## config.mk

```make
export PLATFORM = sky130hd
export DESIGN_NAME = lsu_mem
export DESIGN_NICKNAME = d
export VERILOG_FILES = /design/src/rtl/lsu_mem.sv
export SDC_FILE = /design/constraint.sdc
export NUM_CORES = 1
export LEC_CHECK = 0
export BUFFER_PORTS_ARGS = -buffer_cell sky130_fd_sc_hd__buf_4
export CAP_MARGIN = 20
export CORE_MARGIN = 3
export CORE_UTILIZATION = 42
export DETAILED_ROUTE_END_ITERATION = 7
export PLACE_DENSITY = 0.69
export SLEW_MARGIN = 5
export SYNTH_ARGS = -nofsm -noshare
export SYNTH_HDL_FRONTEND = slang
export SYNTH_SLANG_ARGS = --single-unit
```

## constraint.sdc

```tcl
create_clock -name clk -period 2.3 [get_ports clk]
set_clock_uncertainty 0.2 [all_clocks]
set_input_delay 0.46 -clock clk [delete_from_list [all_inputs] [get_ports clk]]
set_output_delay 0.46 -clock clk [all_outputs]
set_load 0.01 [all_outputs]
```

## src/rtl/lsu_mem.sv

```systemverilog
// ============================================================================
// lsu_mem : RV32I load/store unit bridging the memory stage to a ready/valid
//           word bus. Optional macro: LSU_MISALIGN_TRAP_EN.   Revision: 1.0
// ============================================================================
`default_nettype none

module lsu_mem #(
  parameter int unsigned TIMEOUT = 15
) (
  input  logic        clk,
  input  logic        reset,
  input  logic        req_valid,
  input  logic        req_we,
  input  logic [2:0]  funct3,
  input  logic [31:0] adrs,
  input  logic [31:0] wdata,
  output logic [31:0] rdata,
  output logic        stall_M,
  output logic        bus_valid,
  output logic        bus_we,
  output logic [31:0] bus_adrs,
  output logic [31:0] bus_wdata,
  output logic [3:0]  bus_be,
  input  logic        bus_ready,
  input  logic [31:0] bus_rdata,
  output logic        bus_err,
  output logic        misalign_err
);

  localparam logic [1:0] S_IDLE = 2'd0;
  localparam logic [1:0] S_BUS  = 2'd1;
  localparam logic [1:0] S_DONE = 2'd2;

  localparam logic [7:0] CNT_LAST = 8'(TIMEOUT - 1);

  logic [1:0]  state;
  logic [1:0]  next_state;

  logic [2:0]  funct3_q;
  logic [1:0]  off_q;
  logic        we_q;
  logic [29:0] word_q;
  logic [3:0]  be_q;
  logic [31:0] wdata_q;
  logic [7:0]  cnt;
  logic [31:0] rdata_q;
  logic        bus_err_q;

  logic        legal;
  logic        trap;
  logic        issue;
  logic        skip;
  logic        timeout;
  logic [3:0]  be_calc;
  logic [31:0] wdata_calc;
  logic [15:0] lane16;
  logic [31:0] load_val;

  assign legal = (funct3 == 3'd0) || (funct3 == 3'd1) || (funct3 == 3'd2) ||
                 (funct3 == 3'd4) || (funct3 == 3'd5);

`ifdef LSU_MISALIGN_TRAP_EN
  logic misaligned;
  logic misalign_q;

  assign misaligned = ((funct3[1:0] == 2'b01) && adrs[0]) ||
                      ((funct3 == 3'd2) && (adrs[1:0] != 2'b00));
  assign trap         = misaligned;
  assign misalign_err = misalign_q;
`else
  assign trap         = 1'b0;
  assign misalign_err = 1'b0;
`endif

  assign issue   = req_valid && legal && !trap;
  assign skip    = req_valid && !issue;
  assign timeout = !bus_ready && (cnt == CNT_LAST);

  // Lanes come from the raw low address bits; a 4-bit shift drops overflow lanes.
  always_comb begin
    be_calc    = 4'b1111;
    wdata_calc = wdata;
    case (funct3[1:0])
      2'b00: begin
        be_calc    = 4'b0001 << adrs[1:0];
        wdata_calc = {4{wdata[7:0]}};
      end
      2'b01: begin
        be_calc    = 4'b0011 << adrs[1:0];
        wdata_calc = {2{wdata[15:0]}};
      end
      default: begin
        be_calc    = 4'b1111;
        wdata_calc = wdata;
      end
    endcase
  end

  assign lane16 = 16'(bus_rdata >> {off_q, 3'b000});

  always_comb begin
    load_val = 32'd0;
    case (funct3_q)
      3'd0:    load_val = {{24{lane16[7]}}, lane16[7:0]};
      3'd1:    load_val = {{16{lane16[15]}}, lane16};
      3'd2:    load_val = bus_rdata;
      3'd4:    load_val = {24'd0, lane16[7:0]};
      3'd5:    load_val = {16'd0, lane16};
      default: load_val = 32'd0;
    endcase
  end

  always_ff @(posedge clk or negedge reset) begin
    if (!reset) state <= S_IDLE;
    else        state <= next_state;
  end

  always_comb begin
    next_state = state;
    case (state)
      S_IDLE: begin
        if (issue)     next_state = S_BUS;
        else if (skip) next_state = S_DONE;
      end
      S_BUS: begin
        if (bus_ready || timeout) next_state = S_DONE;
      end
      S_DONE:  next_state = S_IDLE;
      default: next_state = S_IDLE;
    endcase
  end

  // The IDLE-cycle stall is gated by reset so a held request cannot stall during reset.
  always_comb begin
    bus_valid = 1'b0;
    bus_we    = 1'b0;
    bus_be    = 4'b0000;
    bus_adrs  = 32'd0;
    bus_wdata = 32'd0;
    stall_M   = 1'b0;
    case (state)
      S_IDLE: stall_M = reset && req_valid;
      S_BUS: begin
        bus_valid = 1'b1;
        bus_we    = we_q;
        bus_be    = be_q;
        bus_adrs  = {word_q, 2'b00};
        bus_wdata = wdata_q;
        stall_M   = 1'b1;
      end
      default: stall_M = 1'b0;
    endcase
  end

  always_ff @(posedge clk or negedge reset) begin
    if (!reset) begin
      funct3_q  <= 3'd0;
      off_q     <= 2'd0;
      we_q      <= 1'b0;
      word_q    <= 30'd0;
      be_q      <= 4'd0;
      wdata_q   <= 32'd0;
      cnt       <= 8'd0;
      rdata_q   <= 32'd0;
      bus_err_q <= 1'b0;
    end else begin
      bus_err_q <= 1'b0;
      case (state)
        S_IDLE: begin
          if (issue) begin
            funct3_q <= funct3;
            off_q    <= adrs[1:0];
            we_q     <= req_we;
            word_q   <= adrs[31:2];
            be_q     <= be_calc;
            wdata_q  <= wdata_calc;
            cnt      <= 8'd0;
          end else if (skip) begin
            rdata_q <= 32'd0;
          end
        end
        S_BUS: begin
          if (bus_ready) begin
            if (!we_q) rdata_q <= load_val;
          end else if (timeout) begin
            bus_err_q <= 1'b1;
            rdata_q   <= 32'd0;
          end else begin
            cnt <= cnt + 8'd1;
          end
        end
        default: ;
      endcase
    end
  end

`ifdef LSU_MISALIGN_TRAP_EN
  always_ff @(posedge clk or negedge reset) begin
    if (!reset) misalign_q <= 1'b0;
    else        misalign_q <= (state == S_IDLE) && req_valid && legal && trap;
  end
`endif

  assign rdata   = rdata_q;
  assign bus_err = bus_err_q;

endmodule

`default_nettype wire

```

==> results of run 1 <==
## logic make-up (layout without fill, tap and decap cells)
| logic type | after synthesis | in the layout |
|---|---|---|
| AOI/OAI and AO/OA | 100 | 100 |
| xor gates and xnor gates | 4 | 4 |
| adders and majority gates | 2 | 2 |
| buffers and inverters | 51 | 276 |
| DFF | 115 | 115 |
| muxes | 34 | 34 |
| other | 1 | 3 |
| and+or+nand+nor | 326 | 326 |
## routing by layer
layer	track usage, %	wire [um]	up-vias	part of all wire [%]
met3	8.65	1950	40	11
met1	27.6	7310	2591	40
met4	10.2	552	0	3.0
li1	-	-	2546	-
met5	0	0	-	0
met2	36.0	8500	236	46
## flip-flops by register name, summed over array words and instances, names as in the netlist
name,count
be_q,4
bus_err,1
cnt,8
funct3_q,3
off_q,2
rdata,32
state,2
wdata_q,32
we_q,1
word_q,30
## worst register-to-register path: cells and delay by family, from the launching register on
| kind | cells | cell delay (ns) |
|---|---|---|
| compound gates | 1 | 0.20 |
| buf+inv | 2 | 0.26 |
| flops | 1 | 0.38 |
| simple gates | 3 | 1.01 |
## cell type report
| class | instances | share of cell area [%] |
|---|---|---|
| sequential | 115 | 34.1 |
| multi-input combinational | 469 | 32.6 |
| clock buffer | 24 | 5.82 |
| clock inverter | 6 | 0.355 |
| timing repair buffer | 239 | 24.3 |
| tap | 176 | 2.61 |
| inverter | 7 | 0.311 |
## worst min path at each step
stage / from / slack [ns] / cells after the start / endpoint
after floorplan: reset / -0.04 / 0 / be_q[0]
after global placement: wdata_q[5] / 0.25 / 2 / wdata_q[5]
after detailed placement: be_q[2] / 0.25 / 2 / be_q[2]
after CTS: adrs[11] / 0.02 / 3 / word_q[9]
after global routing: adrs[14] / 0.03 / 3 / word_q[12]
final: adrs[14] / 0.03 / 3 / word_q[12]
## power by group through the flow
| stage | clock (W) | combinational [W] | sequential (W) |
|---|---|---|---|
| after floorplan | 0 | 0.00192 | 0.00345 |
| after global placement | 0 | 0.00347 | 0.00344 |
| after CTS | 0.00236 | 0.00357 | 0.00348 |
| after global routing | 0.00248 | 0.00442 | 0.00363 |
| after detailed placement | 0 | 0.00355 | 0.00349 |
| final | 0.00232 | 0.00402 | 0.00350 |
## through the flow
stage | instances | total power (W) | utilization [%] | hold slack [ns] | setup slack (ns)
2_1_floorplan | 635 | 0.00536 | - | -0.0356 | 0.303
3_3_place_gp | 993 | 0.00691 | 56.6 | 0.249 | 0.0914
3_5_place_dp | 993 | 0.00704 | 56.6 | 0.253 | 0.0692
4_1_cts | 1024 | 0.00941 | 60.6 | 0.0192 | -0.0142
5_1_grt | 1036 | 0.0105 | 63.3 | 0.0287 | -0.0531
6_report | 1036 | 0.00984 | 63.3 | 0.0341 | -0.000215
## timing repair
action                                 in CTS  in global routing
pin swaps                                   0                 26
hold buffers                                1                  0
endpoints found under the hold margin     115                  0
setup endpoints to repair                  10                 82
setup buffers                               0                  4
gates resized for setup                     1                 57
gates cloned                                0                  8
## cells in the final DEF, fill, tap and decap left out, drive strengths merged, types with 9 or more instances in the layout
cell	instances
a21oi	19
mux2i	32
nor2b	9
o21ai	35
nor2	26
and2	68
clkbuf	27
nand2	191
a221o	30
buf	235
dfrtp	115
==> metrics.csv, run 1 <==
metric;value;unit
#FFs+latches synth;115;
Cell Area, Synth;5760;sq um
area leader, netlist;dfrtp_1;
Clock Path Buffers;2;
Worst Setup Path Type;reg2out;
post-synthesis compound-gate area fraction;12.5;%
slowest stage delay, CP;0.39;ns
Synth Area in Simple Gates;26.4;%
final RePlAce weighted congestion;0.888;
sw frac;34.5;%
H-tree Lvls;4;
Area after DPL;7550;sq um
Vias/cell;5.22;
largest net degree at the start of global routing;116;
failing checks;negative setup slack;
status;complete, but fails checks;
Final nets;955;
HPWL after detailed placement;12.3;mm
Multi-input gate area;2750;sq um
Residual DRC;0;
Fmax;435;MHz
Max-Slew Margin vs Limit;60.2;%
Critical R2R Launch;state[1];
CP Capture Type;output port;
Int Pwr;0.00645;W
Hold Path Class;in2reg;
Worst VDD drop;0.468;mV
sequential-to-total area share from yosys stat;50.0;%
Slew @ Worst Pin;0.597;ns
first-pass GRT wire length;26.6;mm
post-route cell area;8450;sq um
CP startpoint;state[0];
Max FO, Critical Path;8;
Post-synth EDFFs;0;
crit-path cells;inv_1 > nor2_4 > buf_12 > clkbuf_16 > and2_4 > buf_6;
Worst EP arrival;1.64;ns
Core Region;13300;sq um
register area;2880;sq um
Die Footprint;15100;sq um
gr usage total;22.7;%
total CTS buffers;17;
Worst R2R Setup Slack;0.19;ns
PD cells;1160;nW/um^2
Post-synth top cells;191 x nand2_1, 115 x dfrtp_1, 68 x and2_1, 34 x clkbuf_1, 34 x o21ai_0;
slowest CP cell;dfrtp_2;
Worst R2R End;cnt[3];
Filler Cell Count;1157;
gr ovfl total;0;
share of cells above drive strength 1;35.8;%
setup ws final;-0.000215;ns
CP delay by family, top;buffers and inverters;
clock-pin slew on the worst setup and hold paths;0.05;ns
iteration count of the initial detailed-routing pass;4;
crit path to;bus_adrs[14];
Clk pwr share;23.6;%
Gate Count Post-Synth;633;
Yosys warning count;0;
Top Ports;209;
CP Buf/Inv Count;4;
sw power;0.00340;W
share of power burned in registers;35.6;%
largest family of logic cells by synthesized area;simple AND/OR/NAND/NOR gates;
I/O Buffers;205;
num rows;42;
Worst path depth;6;
largest cells by area after synthesis;dfrtp_1 50%, nand2_1 12%, and2_1 7.4%, mux2i_1 5.6%, a221o_1 5.2%;
startpoint types;register;
multiplexer share of the synthesized area;6.15;%
worst skew pair latency;0.41;ns
minimum clock period;2.30;ns
Synth Area in XOR/XNOR;0.609;%
Unique masters post-synth;47;
WL per Instance;17.7;um
ant diodes;0;
vias in the first global route;5301;
detailed-route via count;5413;
most numerous cell in the Yosys netlist;nand2_1;
antenna viol nets, final;0;
Async S/R FF share, synth;100;%
combinational share of power;40.8;%
initial DRC count;457;
R2R depth;6;
CTS tree;done;
max-capacitance violation count;0;
Sum Neg Setup Slack;-0.000215;ns
Area growth syn-to-layout;46.9;%
Clk Tree Root Cell;clkbuf_16;
fin crit share;100;%
Setup violations, final;1;
Synth Area in Adders;0.435;%
Post-synth top flop;dfrtp_1;
top-area cell type share of the netlist area;50.0;%
Die Span Y;123;um
WP data required;1.64;ns
final WL;18.3;mm
die width;123;um
clk sinks;115;
initial antenna violation count;0;
Pleak;4.36;nW
initial core utilization;43.1;%
Final Hold Vio Count;0;
RSZ-0062 raised after global routing;yes;
syn_area_per_cell;9.09;sq um
Slew Viols, Final;0;
Note: power is estimated with default switching activity, not from simulation.
==> run 2: changes to the inputs <==
- BUFFER_PORTS_ARGS: -buffer_cell sky130_fd_sc_hd__buf_4 -> default
- CORE_ASPECT_RATIO: default -> 1.5
- DONT_BUFFER_PORTS: default -> 1
- PLACE_DENSITY: 0.69 -> default
- SLEW_MARGIN: 5 -> 0
==> metrics.csv, run 2 (synthesis gave the netlist of run 1 again) <==
metric;value;unit
gr usage total;21.5;%
initial antenna violation count;0;
clk sinks;115;
Die Footprint;15200;sq um
Clock Path Buffers;2;
first-pass GRT wire length;25.5;mm
H-tree Lvls;4;
gr ovfl total;0;
Top Ports;209;
hold-fix buffers at CTS;65;
worst skew pair latency;0.40;ns
PD cells;1220;nW/um^2
Pleak;3.43;nW
Worst EP arrival;1.57;ns
Worst R2R Setup Slack;0.16;ns
Post-CTS Setup Bufs;0;
max-capacitance violation count;0;
failing checks;negative hold slack;
sw power;0.00301;W
Final nets;798;
Worst VDD drop;0.561;mV
Max FO, Critical Path;35;
sw frac;34.4;%
setup ws final;0.0712;ns
Fmax;449;MHz
total CTS buffers;17;
Clk pwr share;30.3;%
combinational share of power;28.1;%
Area growth syn-to-layout;25.1;%
R2R depth;4;
clock-pin slew on the worst setup and hold paths;0.05;ns
CP delay by family, top;buffers and inverters;
hold slack final;-0.447;ns
startpoint types;register;
initial core utilization;43.6;%
Critical R2R Launch;off_q[0];
Hold Path Class;in2async;
Worst R2R End;rdata[27];
commonest non-fill, non-tap cell in the layout;nand2_1;
num rows;51;
CTS tree;done;
antenna viol nets, final;0;
largest net degree at the start of global routing;117;
Final Hold Vio Count;115;
Sum Neg Setup Slack;0;ns
Residual DRC;0;
Setup violations, final;0;
slowest CP cell;dfrtp_1;
I/O Buffers;0;
RSZ-0062 raised after global routing;yes;
Max-Slew Margin vs Limit;41.8;%
vias in the first global route;4942;
detailed-route via count;4675;
Slew @ Worst Pin;0.872;ns
slowest stage delay, CP;0.38;ns
WP data required;1.64;ns
die width;102;um
final WL;16.2;mm
initial DRC count;189;
HPWL after detailed placement;11.3;mm
Int Pwr;0.00574;W
Worst Setup Path Type;reg2out;
WL per Instance;18.8;um
share of power burned in registers;41.6;%
Core Region;13200;sq um
CP Buf/Inv Count;2;
CP Capture Type;output port;
Clk Tree Root Cell;clkbuf_16;
Slew Viols, Final;0;
Vias/cell;5.42;
share of cells above drive strength 1;8.95;%
Place WS;0.119;ns
crit-path cells;buf_4 > nor2_4 > buf_6 > and2_1;
Die Span Y;149;um
most frequent cells in the layout;191 x nand2_1, 115 x dfrtp_1, 68 x and2_1;
fin crit share;96.9;%
ant diodes;0;
minimum clock period;2.23;ns
final RePlAce weighted congestion;0.894;
iteration count of the initial detailed-routing pass;4;
status;complete, but fails checks;
run 2: area by class of cell:
type                       instances  area, sq um
clock inverter                    10          133
multi-input combinational        469         2690
tap                              159          199
sequential                       115         2880
fill                            1174         6010
inverter                           7         26.3
timing repair buffer              82          811
clock buffer                      21          460
run 2: worst register-to-register path: cells and delay by family, from the launching register on:
family | cells | cell delay (ns)
AND/OR/NAND/NOR | 1 | 0.23
AO/OA/AOI/OAI | 3 | 1.09
flip-flops | 1 | 0.56
run 2: stage by stage:
step	area, sq um	std cells	power [W]	util (%)
final	7200	863	0.00875	54.5
after global routing	7200	863	0.00936	54.5
after CTS	7190	863	0.00883	54.4
after detailed placement	5950	767	0.00605	45.0
after global placement	5950	767	0.00594	45.0
after floorplan	5760	635	0.00536	-
run 2: layer usage:
| metal | wire length [um] | track usage (%) | up-vias |
|---|---|---|---|
| met5 | 0 | 0 | - |
| met4 | 384 | 8.72 | 0 |
| met3 | 1260 | 7.35 | 24 |
| met2 | 8380 | 36.7 | 190 |
| met1 | 6170 | 24.2 | 2218 |
| li1 | - | - | 2243 |
run 2: power groups by stage:
stage	sequential [W]	clock [W]	combinational [W]
floorplan	0.00345	0	0.00192
global placement	0.00363	0	0.00232
detailed placement	0.00366	0	0.00239
CTS	0.00364	0.00269	0.00249
global route	0.00376	0.00281	0.00279
finish	0.00364	0.00265	0.00246
run 2: how the worst max path moves through the flow:
stage,start,slack [ns],cells after the start,to
after floorplan,bus_ready,0.30,6,cnt[3]
after global placement,off_q[0],0.24,4,rdata[22]
after detailed placement,off_q[0],0.12,4,rdata[17]
after CTS,state[1],-0.02,4,bus_wdata[2]
after global routing,state[0],-0.02,4,bus_wdata[24]
final,state[1],0.07,4,bus_wdata[2]
run 2: what timing repair did:
| item | CTS | global route |
|---|---|---|
| endpoints found under the hold margin | 180 | 115 |
| gates resized for setup | 0 | 2 |
| setup endpoints to repair | 18 | 82 |
| cloned | 0 | 0 |
| pin swaps | 0 | 1 |
==> run 3: changes to the inputs <==
- CELL_PAD_IN_SITES_DETAIL_PLACEMENT: default -> 2
- CELL_PAD_IN_SITES_GLOBAL_PLACEMENT: default -> 2
- CORE_UTILIZATION: 42 -> 33
- PLACE_DENSITY_LB_ADDON: default -> 0.1
- clock period: 2.3 -> 1.9 ns (I/O delays scaled with it)
==> metrics.csv, run 3 (synthesis gave the netlist of run 1 again) <==
metric;value;unit
antenna viol nets, final;0;
worst skew pair latency;0.42;ns
Die Span Y;168;um
Vias/cell;5.36;
Residual DRC;0;
detailed-route via count;5267;
hold-fix buffers at CTS;88;
Slew @ Worst Pin;0.939;ns
WP data required;1.32;ns
Area after DPL;6220;sq um
iteration count of the initial detailed-routing pass;4;
CP Capture Type;output port;
first-pass GRT wire length;36.1;mm
Final nets;865;
Setup violations, final;101;
initial core utilization;34.0;%
post-route cell area;8410;sq um
setup ws final;-0.282;ns
Max-Slew Margin vs Limit;37.4;%
fin util;49.7;%
Final Hold Vio Count;116;
Fmax;458;MHz
vias in the first global route;6197;
gr ovfl total;0;
Worst Setup Path Type;reg2out;
gr usage total;24.7;%
most frequent cells in the layout;189 x nand2_1, 114 x dfrtp_1, 87 x dlygate4sd3_1;
total power;0.0127;W
final RePlAce weighted congestion;0.818;
Worst EP arrival;1.60;ns
CTS tree;done;
clock-pin slew on the worst setup and hold paths;0.06;ns
total CTS buffers;17;
fin crit share;115;%
H-tree Lvls;4;
die width;114;um
max-capacitance violation count;0;
Top Ports;209;
initial DRC count;225;
failing checks;negative hold slack, negative setup slack;
Area growth syn-to-layout;46.2;%
initial antenna violation count;0;
ant diodes;0;
I/O Buffers;0;
clk sinks;115;
num rows;58;
Slew Viols, Final;0;
crit-path cells;buf_6 > nor2_4 > buf_12 > buf_12 > buf_16 > and2_4;
cell mode on critical path;buf_12;
Pleak;4.02;nW
Die Footprint;19100;sq um
minimum clock period;2.18;ns
final WL;23.8;mm
PD cells;1500;nW/um^2
Cells after DPL;839;
status;complete, but fails checks;
commonest non-fill, non-tap cell in the layout;nand2_1;
Clk Tree Root Cell;clkbuf_16;
WL per Instance;24.2;um
HPWL after detailed placement;14.2;mm
Max FO, Critical Path;9;
Worst VDD drop;0.680;mV
slowest stage delay, CP;0.40;ns
startpoint types;register;
Clock Path Buffers;2;
largest net degree at the start of global routing;117;
slowest CP cell;dfrtp_1;
Core Region;16900;sq um
hold slack final;-0.546;ns
RSZ-0062 raised after global routing;yes;
share of cells above drive strength 1;25.6;%
Hold Path Class;in2async;
final cell count without fillers;982;
## run 3: area by class of cell
cell class              instances  area (sq um)
well taps                     210           263
multi-input cells             469          3020
inverters                       7          28.8
clock buffers                  20           457
fillers                      1707          8500
repair buffers                149          1590
flip-flops and latches        115          2880
clock inverters                12           179
## run 3: repair_timing
| action | CTS | global route |
|---|---|---|
| pin swaps | 28 | 25 |
| gates resized for setup | 87 | 41 |
| setup endpoints to repair | 96 | 119 |
| hold endpoints to repair | 207 | 115 |
| gates cloned | 4 | 2 |
| setup buffers | 13 | 5 |
## run 3: path summary, 6_finish.rpt
kind                                from      endpoint  slack [ns]  depth (start not counted)
max in group asynchronous          reset    word_q[14]        1.88                          0
worst min-delay path               reset   wdata_q[11]       -0.55                          0
worst min register to register   be_q[2]       be_q[2]        0.27                          2
worst max register to register  state[1]        cnt[3]       -0.13                          6
min in group clk                wdata[7]   wdata_q[23]       -0.01                          2
worst max-delay path            state[1]  bus_adrs[17]       -0.28                          6
## run 3: metal layers
layer	vias to the layer above	GRT usage (%)	part of all wire, %
met2	188	44.2	55
met1	2667	25.9	35
li1	2368	-	-
met5	-	0	0
met3	44	7.45	6.7
met4	0	12.4	3.8
## run 3: where the power goes
group          total [W]  internal [W]  leakage [nW]  switching, W
logic            0.00464       0.00224          2.23       0.00240
clock network    0.00351       0.00227         0.314       0.00124
registers        0.00451       0.00354          1.48      0.000973
total             0.0127       0.00805          4.02       0.00461
## run 3: critical path: cells and delay by family, from the launching register on
kind / cells / cell delay (ns)
buf+inv: 4 / 0.51
flops: 1 / 0.40
simple gates: 2 / 0.27
## run 3: through the flow
| stage | setup TNS (ns) | setup WS [ns] |
|---|---|---|
| after detailed placement | -6.42 | -0.418 |
| after floorplan | 0 | 0.00939 |
| after global routing | -26.69 | -0.363 |
| final | -18.54 | -0.282 |
| after CTS | -18.02 | -0.292 |
| after global placement | -4.28 | -0.270 |
